### config.mk
export PLATFORM = sky130hd
export DESIGN_NAME = timer_antifurto
export DESIGN_NICKNAME = d
export VERILOG_FILES = /design/src/rtl/antifurto_pkg.sv /design/src/rtl/divisor_1hz.sv /design/src/rtl/timer_antifurto.sv
export SDC_FILE = /design/constraint.sdc
export NUM_CORES = 1
export LEC_CHECK = 0
export ABC_AREA = 1
export BUFFER_PORTS_ARGS = -buffer_cell sky130_fd_sc_hd__buf_2
export CAP_MARGIN = 15
export CORE_MARGIN = 2
export CORE_UTILIZATION = 54
export CTS_CLUSTER_DIAMETER = 150
export DETAILED_ROUTE_END_ITERATION = 8
export HOLD_SLACK_MARGIN = 0.1
export MAX_ROUTING_LAYER = met4
export PLACE_DENSITY = 0.75
export SLEW_MARGIN = 10
export SYNTH_ARGS = -nofsm -noshare
export SYNTH_HDL_FRONTEND = slang
export SYNTH_SLANG_ARGS = --single-unit
export TNS_END_PERCENT = 1
### constraint.sdc
create_clock -name clock -period 1.6 [get_ports clock]
set_clock_uncertainty 0.05 [all_clocks]
set_input_delay 0.08 -clock clock [delete_from_list [all_inputs] [get_ports clock]]
set_output_delay 0.08 -clock clock [all_outputs]
set_load 0.02 [all_outputs]
### src/rtl/antifurto_pkg.sv
// Shared definitions for the anti-theft timer: interval codes, default
// parameter values and the countdown state encoding.
package antifurto_pkg;

    localparam logic [1:0] INT_ARM       = 2'b00;
    localparam logic [1:0] INT_DRIVER    = 2'b01;
    localparam logic [1:0] INT_PASSENGER = 2'b10;
    localparam logic [1:0] INT_ALARM     = 2'b11;

    localparam int unsigned DEF_ARM       = 6;
    localparam int unsigned DEF_DRIVER    = 8;
    localparam int unsigned DEF_PASSENGER = 15;
    localparam int unsigned DEF_ALARM     = 10;

    typedef enum logic [1:0] {
        ST_IDLE   = 2'd0,
        ST_RUN    = 2'd1,
        ST_EXPIRE = 2'd2
    } timer_state_e;

endpackage

### src/rtl/divisor_1hz.sv
// Free-running prescaler producing a one-cycle tick every CLK_FREQ cycles;
// a synchronous clear restarts the phase from zero.
module divisor_1hz #(
    parameter int unsigned CLK_FREQ = 50_000_000
) (
    input  logic clock,
    input  logic reset,
    input  logic clear,
    output logic tick
);

    localparam int unsigned DW = (CLK_FREQ > 1) ? $clog2(CLK_FREQ) : 1;
    localparam logic [DW-1:0] DIV_LAST = DW'(CLK_FREQ - 1);

    logic [DW-1:0] div_q;
    logic [DW-1:0] div_d;

    always_comb begin
        div_d = div_q;
        if (clear || div_q == DIV_LAST) begin
            div_d = '0;
        end else begin
            div_d = div_q + DW'(1);
        end
    end

    always_ff @(posedge clock or posedge reset) begin
        if (reset) begin
            div_q <= '0;
        end else begin
            div_q <= div_d;
        end
    end

    assign tick = (div_q == DIV_LAST);

endmodule

### src/rtl/timer_antifurto.sv
// Countdown timer for the anti-theft FSM: reprogrammable parameter file,
// whole-second countdown driven by the 1 Hz prescaler, one-cycle expiry pulse.
module timer_antifurto
    import antifurto_pkg::*;
#(
    parameter int unsigned CLK_FREQ      = 50_000_000,
    parameter int unsigned VAL_W         = 4,
    parameter int unsigned DEF_ARM       = antifurto_pkg::DEF_ARM,
    parameter int unsigned DEF_DRIVER    = antifurto_pkg::DEF_DRIVER,
    parameter int unsigned DEF_PASSENGER = antifurto_pkg::DEF_PASSENGER,
    parameter int unsigned DEF_ALARM     = antifurto_pkg::DEF_ALARM
) (
    input  logic             clock,
    input  logic             reset,
    input  logic             start_timer,
    input  logic [1:0]       interval,
    input  logic             reprogram,
    input  logic [1:0]       time_param_sel,
    input  logic [VAL_W-1:0] time_value,
    output logic             expired,
    output logic             one_hz_enable,
    output logic [VAL_W-1:0] seconds_left,
    output logic             busy
);

    timer_state_e     state_q, state_d;
    logic [VAL_W-1:0] cnt_q, cnt_d;
    logic [VAL_W-1:0] param_q [4];
    logic [VAL_W-1:0] param_d [4];
    logic [VAL_W-1:0] load_val;
    logic             tick;

    divisor_1hz #(
        .CLK_FREQ(CLK_FREQ)
    ) u_div (
        .clock(clock),
        .reset(reset),
        .clear(start_timer),
        .tick (tick)
    );

    // Load reads the registered parameter, so a same-edge reprogram is not seen.
    assign load_val = param_q[interval];

    always_comb begin
        for (int unsigned i = 0; i < 4; i++) begin
            param_d[i] = param_q[i];
        end
        if (reprogram) begin
            param_d[time_param_sel] = time_value;
        end
    end

    always_comb begin
        state_d = state_q;
        cnt_d   = cnt_q;
        if (start_timer) begin
            cnt_d   = load_val;
            state_d = (load_val != '0) ? ST_RUN : ST_EXPIRE;
        end else begin
            case (state_q)
                ST_RUN: begin
                    if (tick) begin
                        if (cnt_q == VAL_W'(1)) begin
                            cnt_d   = '0;
                            state_d = ST_EXPIRE;
                        end else begin
                            cnt_d = cnt_q - VAL_W'(1);
                        end
                    end
                end
                ST_EXPIRE: state_d = ST_IDLE;
                default:   state_d = ST_IDLE;
            endcase
        end
    end

    always_ff @(posedge clock or posedge reset) begin
        if (reset) begin
            state_q                 <= ST_IDLE;
            cnt_q                   <= '0;
            param_q[INT_ARM]        <= VAL_W'(DEF_ARM);
            param_q[INT_DRIVER]     <= VAL_W'(DEF_DRIVER);
            param_q[INT_PASSENGER]  <= VAL_W'(DEF_PASSENGER);
            param_q[INT_ALARM]      <= VAL_W'(DEF_ALARM);
        end else begin
            state_q <= state_d;
            cnt_q   <= cnt_d;
            for (int unsigned i = 0; i < 4; i++) begin
                param_q[i] <= param_d[i];
            end
        end
    end

    assign expired       = (state_q == ST_EXPIRE);
    assign busy          = (state_q == ST_RUN);
    assign seconds_left  = cnt_q;
    assign one_hz_enable = tick;

endmodule

==> summary.txt <==
Setup path
  – CP max-delay cell: dfrtp_1
  – Critical path's top delay family: simple AND/OR/NAND/NOR gates
  – Max incr delay on CP: 380 ps
  – Crit end category: output pin
  – Crit path buffers/inverters: 2
  – Critical Path RT: 1470 ps
  – Crit path max fanout: 3
  – Worst path cell trace: ha_2, nand2_2, nor2_4, buf_6, nand3_2, nor2_2, buf_4
  – Startpoint types: register
  – CP Class: register to output pin
  – WP data arrival: between 1500 and 2000 ps

Floorplan
  – # IOs: 19
  – Die width: 74.4 microns
  – Core box area: 4750 sq um
  – Die height: 74.4 microns
  – Row count: 25
  – Die ar.: 5540 sq um
  – Initial Util: 0.563

Routing
  – DR iter-0 viols: 250
  – DR vias/cell: 5.16
  – Final wirelength: approximately 6400 microns
  – Routed vias: 2496
  – Post-DRT Antenna Nets: 0
  – DRC: 0
  – 1st-pass router iterations: 4
  – WL per Instance: 13.3 microns

Final layout
  – Fill cell count: 448
  – Layout overhead on the synthesized area: 19.6%
  – Commonest non-fill, non-tap cell in the layout: nand2_1
  – Nets@finish: 431
  – Ant. Diodes: 0
  – Share of layout cells above drive strength 1: 0.185
  – Most frequent cells in the layout: nand2_1, nor2_1, dfrtp_1, inv_1, nand3_1
  – Final non-filler cell total: 484

Logic synthesis
  – Async SR Flop Fraction: 1.00
  – EDFF count, synth: 0
  – Mapped Area: 2680 sq um
  – Number of synthesized register bits: 48
  – Post-synthesis sequential area ratio: 0.453
  – Top FF cell, synth: dfrtp_1
  – Netlist cell types: 25
  – Syn_nets: 386
  – Avg Synthesized Cell Area: 7.22 sq um
  – Yosys warns: 0
  – Mapped Cells: 371

CTS
  – CTS tree: done
  – Clock slew at reported path FFs: 100 ps
  – Root Buffer: clkbuf_8
  – CTS H-tree depth: 2
  – Clock tree sinks: 48
  – CTS max path bufs: 2
  – Worst skew pair latency: 310 ps
  – CTS buffer count: 5

Global routing
  – Total GRT Usage: 0.258
  – Global-route wire length before repair: between 10000 and 15000 microns
  – Vias in the first global route: 2308
  – Initial antenna violation count: 0
  – Overflow left after global routing: 0
  – Pin count of the biggest net entering global routing: 49

Power
  – Final Power: around 0.0028 W
  – Maximum VDD drop: 0.552 mV
  – Leak: approximately 1.5 nW
  – PD cells: just under 900 nW/um^2

Timing
  – Worst Max-Slew Pin Slew: 308 ps
  – Maximum clock rate: 594 MHz
  – Final Max Tran Viols: 0
  – Fin. Hold Viols: 0
  – Slew HR: 0.794
  – Worst setup margin: -84.9 ps
  – Unrepaired setup endpoints after global routing: yes
  – Count of final setup violators: 2
  – Final critical-path share of the clock period: 1.05
  – Final period demand of the worst path: about 1700 ps

Placed design
  – Worst setup slack after placement: -34.5 ps
  – Gpl congestion: a little over 1
  – HPWL after detailed placement: ~4600 microns
  – Dpl cells: 466
  – IO buf count: 18

Outcome
  – Failing checks: negative setup slack
  – Outcome: finished with violations

Hold path
  – Worst hold path class: input port to register

Job
  – Max-cap violations: 0
[synth_stat cells (3+ instances only)]
library cell | count | area (sq um)
nand2_1 | 121 | 454
nor2_1 | 67 | 251
dfrtp_1 | 39 | 976
inv_1 | 37 | 139
nand3_1 | 32 | 160
o21ai_0 | 20 | 100
dfstp_2 | 9 | 236
xor2_1 | 8 | 70.1
nor3_1 | 5 | 25.0
xnor2_1 | 5 | 43.8
nor3b_1 | 4 | 30.0
ha_1 | 3 | 37.5
nor2_2 | 3 | 18.8
[final timing paths]
check	from	endpoint	slack, ps	cells after the start
worst max-delay path	u_div.div_q[1]	one_hz_enable	-80	7
worst min register to register	param_q[8]	param_q[8]	440	2
worst max register to register	u_div.div_q[1]	u_div.div_q[14]	-30	11
min in group asynchronous	reset	u_div.div_q[5]	290	4
worst min-delay path	time_param_sel[0]	param_q[1]	170	3
max in group asynchronous	reset	param_q[5]	940	4
[power by group]
part           internal (W)  switching [W]  total, W
combinational      0.000205       0.000325  0.000530
clock              0.000409       0.000442  0.000851
sequential          0.00135      0.0000899   0.00144
total               0.00196       0.000857   0.00282
[flip-flops by register name (all words and copies together) (netlist names)]
signal        count
u_div.div_q      26
param_q          16
seconds_left      4
state_q           2
[layout make-up]
cell class / instances / area (sq um) / share of cell area
clock buffers: 6 / 93.8 / 0.0293
clock inverters: 2 / 16.3 / 0.00508
inverters: 37 / 139 / 0.0434
multi-input cells: 282 / 1340 / 0.417
flip-flops and latches: 48 / 1210 / 0.379
well taps: 67 / 83.8 / 0.0262
repair buffers: 42 / 320 / 0.100
[worst min-delay path, stage by stage]
cell and delay, ps:
buf_2 110, nand3_1 220, o21ai_0 120
[timing repair]
| action | 4_1_cts | 5_1_grt |
|---|---|---|
| setup endpoints to repair | 25 | 33 |
| pin swaps | 4 | 5 |
| resized for setup | 9 | 11 |
| buffers inserted | 4 | 0 |
| endpoints found under the hold margin | 66 | 0 |
| hold buffers | 6 | 0 |
| gates cloned | 0 | 0 |
[kinds of logic after synthesis]
group | synth area share
AND/OR/NAND/NOR | 0.377
adder cells (fa/ha/maj) | 0.0140
AO/OA/AOI/OAI | 0.0486
flip-flops | 0.453
buffers and inverters | 0.0649
XOR/XNOR | 0.0425
[stage by stage]
step           hold slack (ps)   util  instance area (sq um)  setup TNS (ps)
2_1_floorplan              185      -                   2680               0
3_3_place_gp              82.8  0.620                   2950               0
3_5_place_dp              87.9  0.620                   2950            -267
4_1_cts                    163  0.668                   3180            -139
5_1_grt                    201  0.674                   3200           -2070
6_report                   166  0.674                   3200            -116
[layer usage]
layer | part of all wire | GRT usage
met5 | 0 | -
met4 | 0.016 | 0.0714
met3 | 0.053 | 0.0447
met2 | 0.46 | 0.395
met1 | 0.47 | 0.355
No activity file was read; power rests on OpenSTA's default activity.
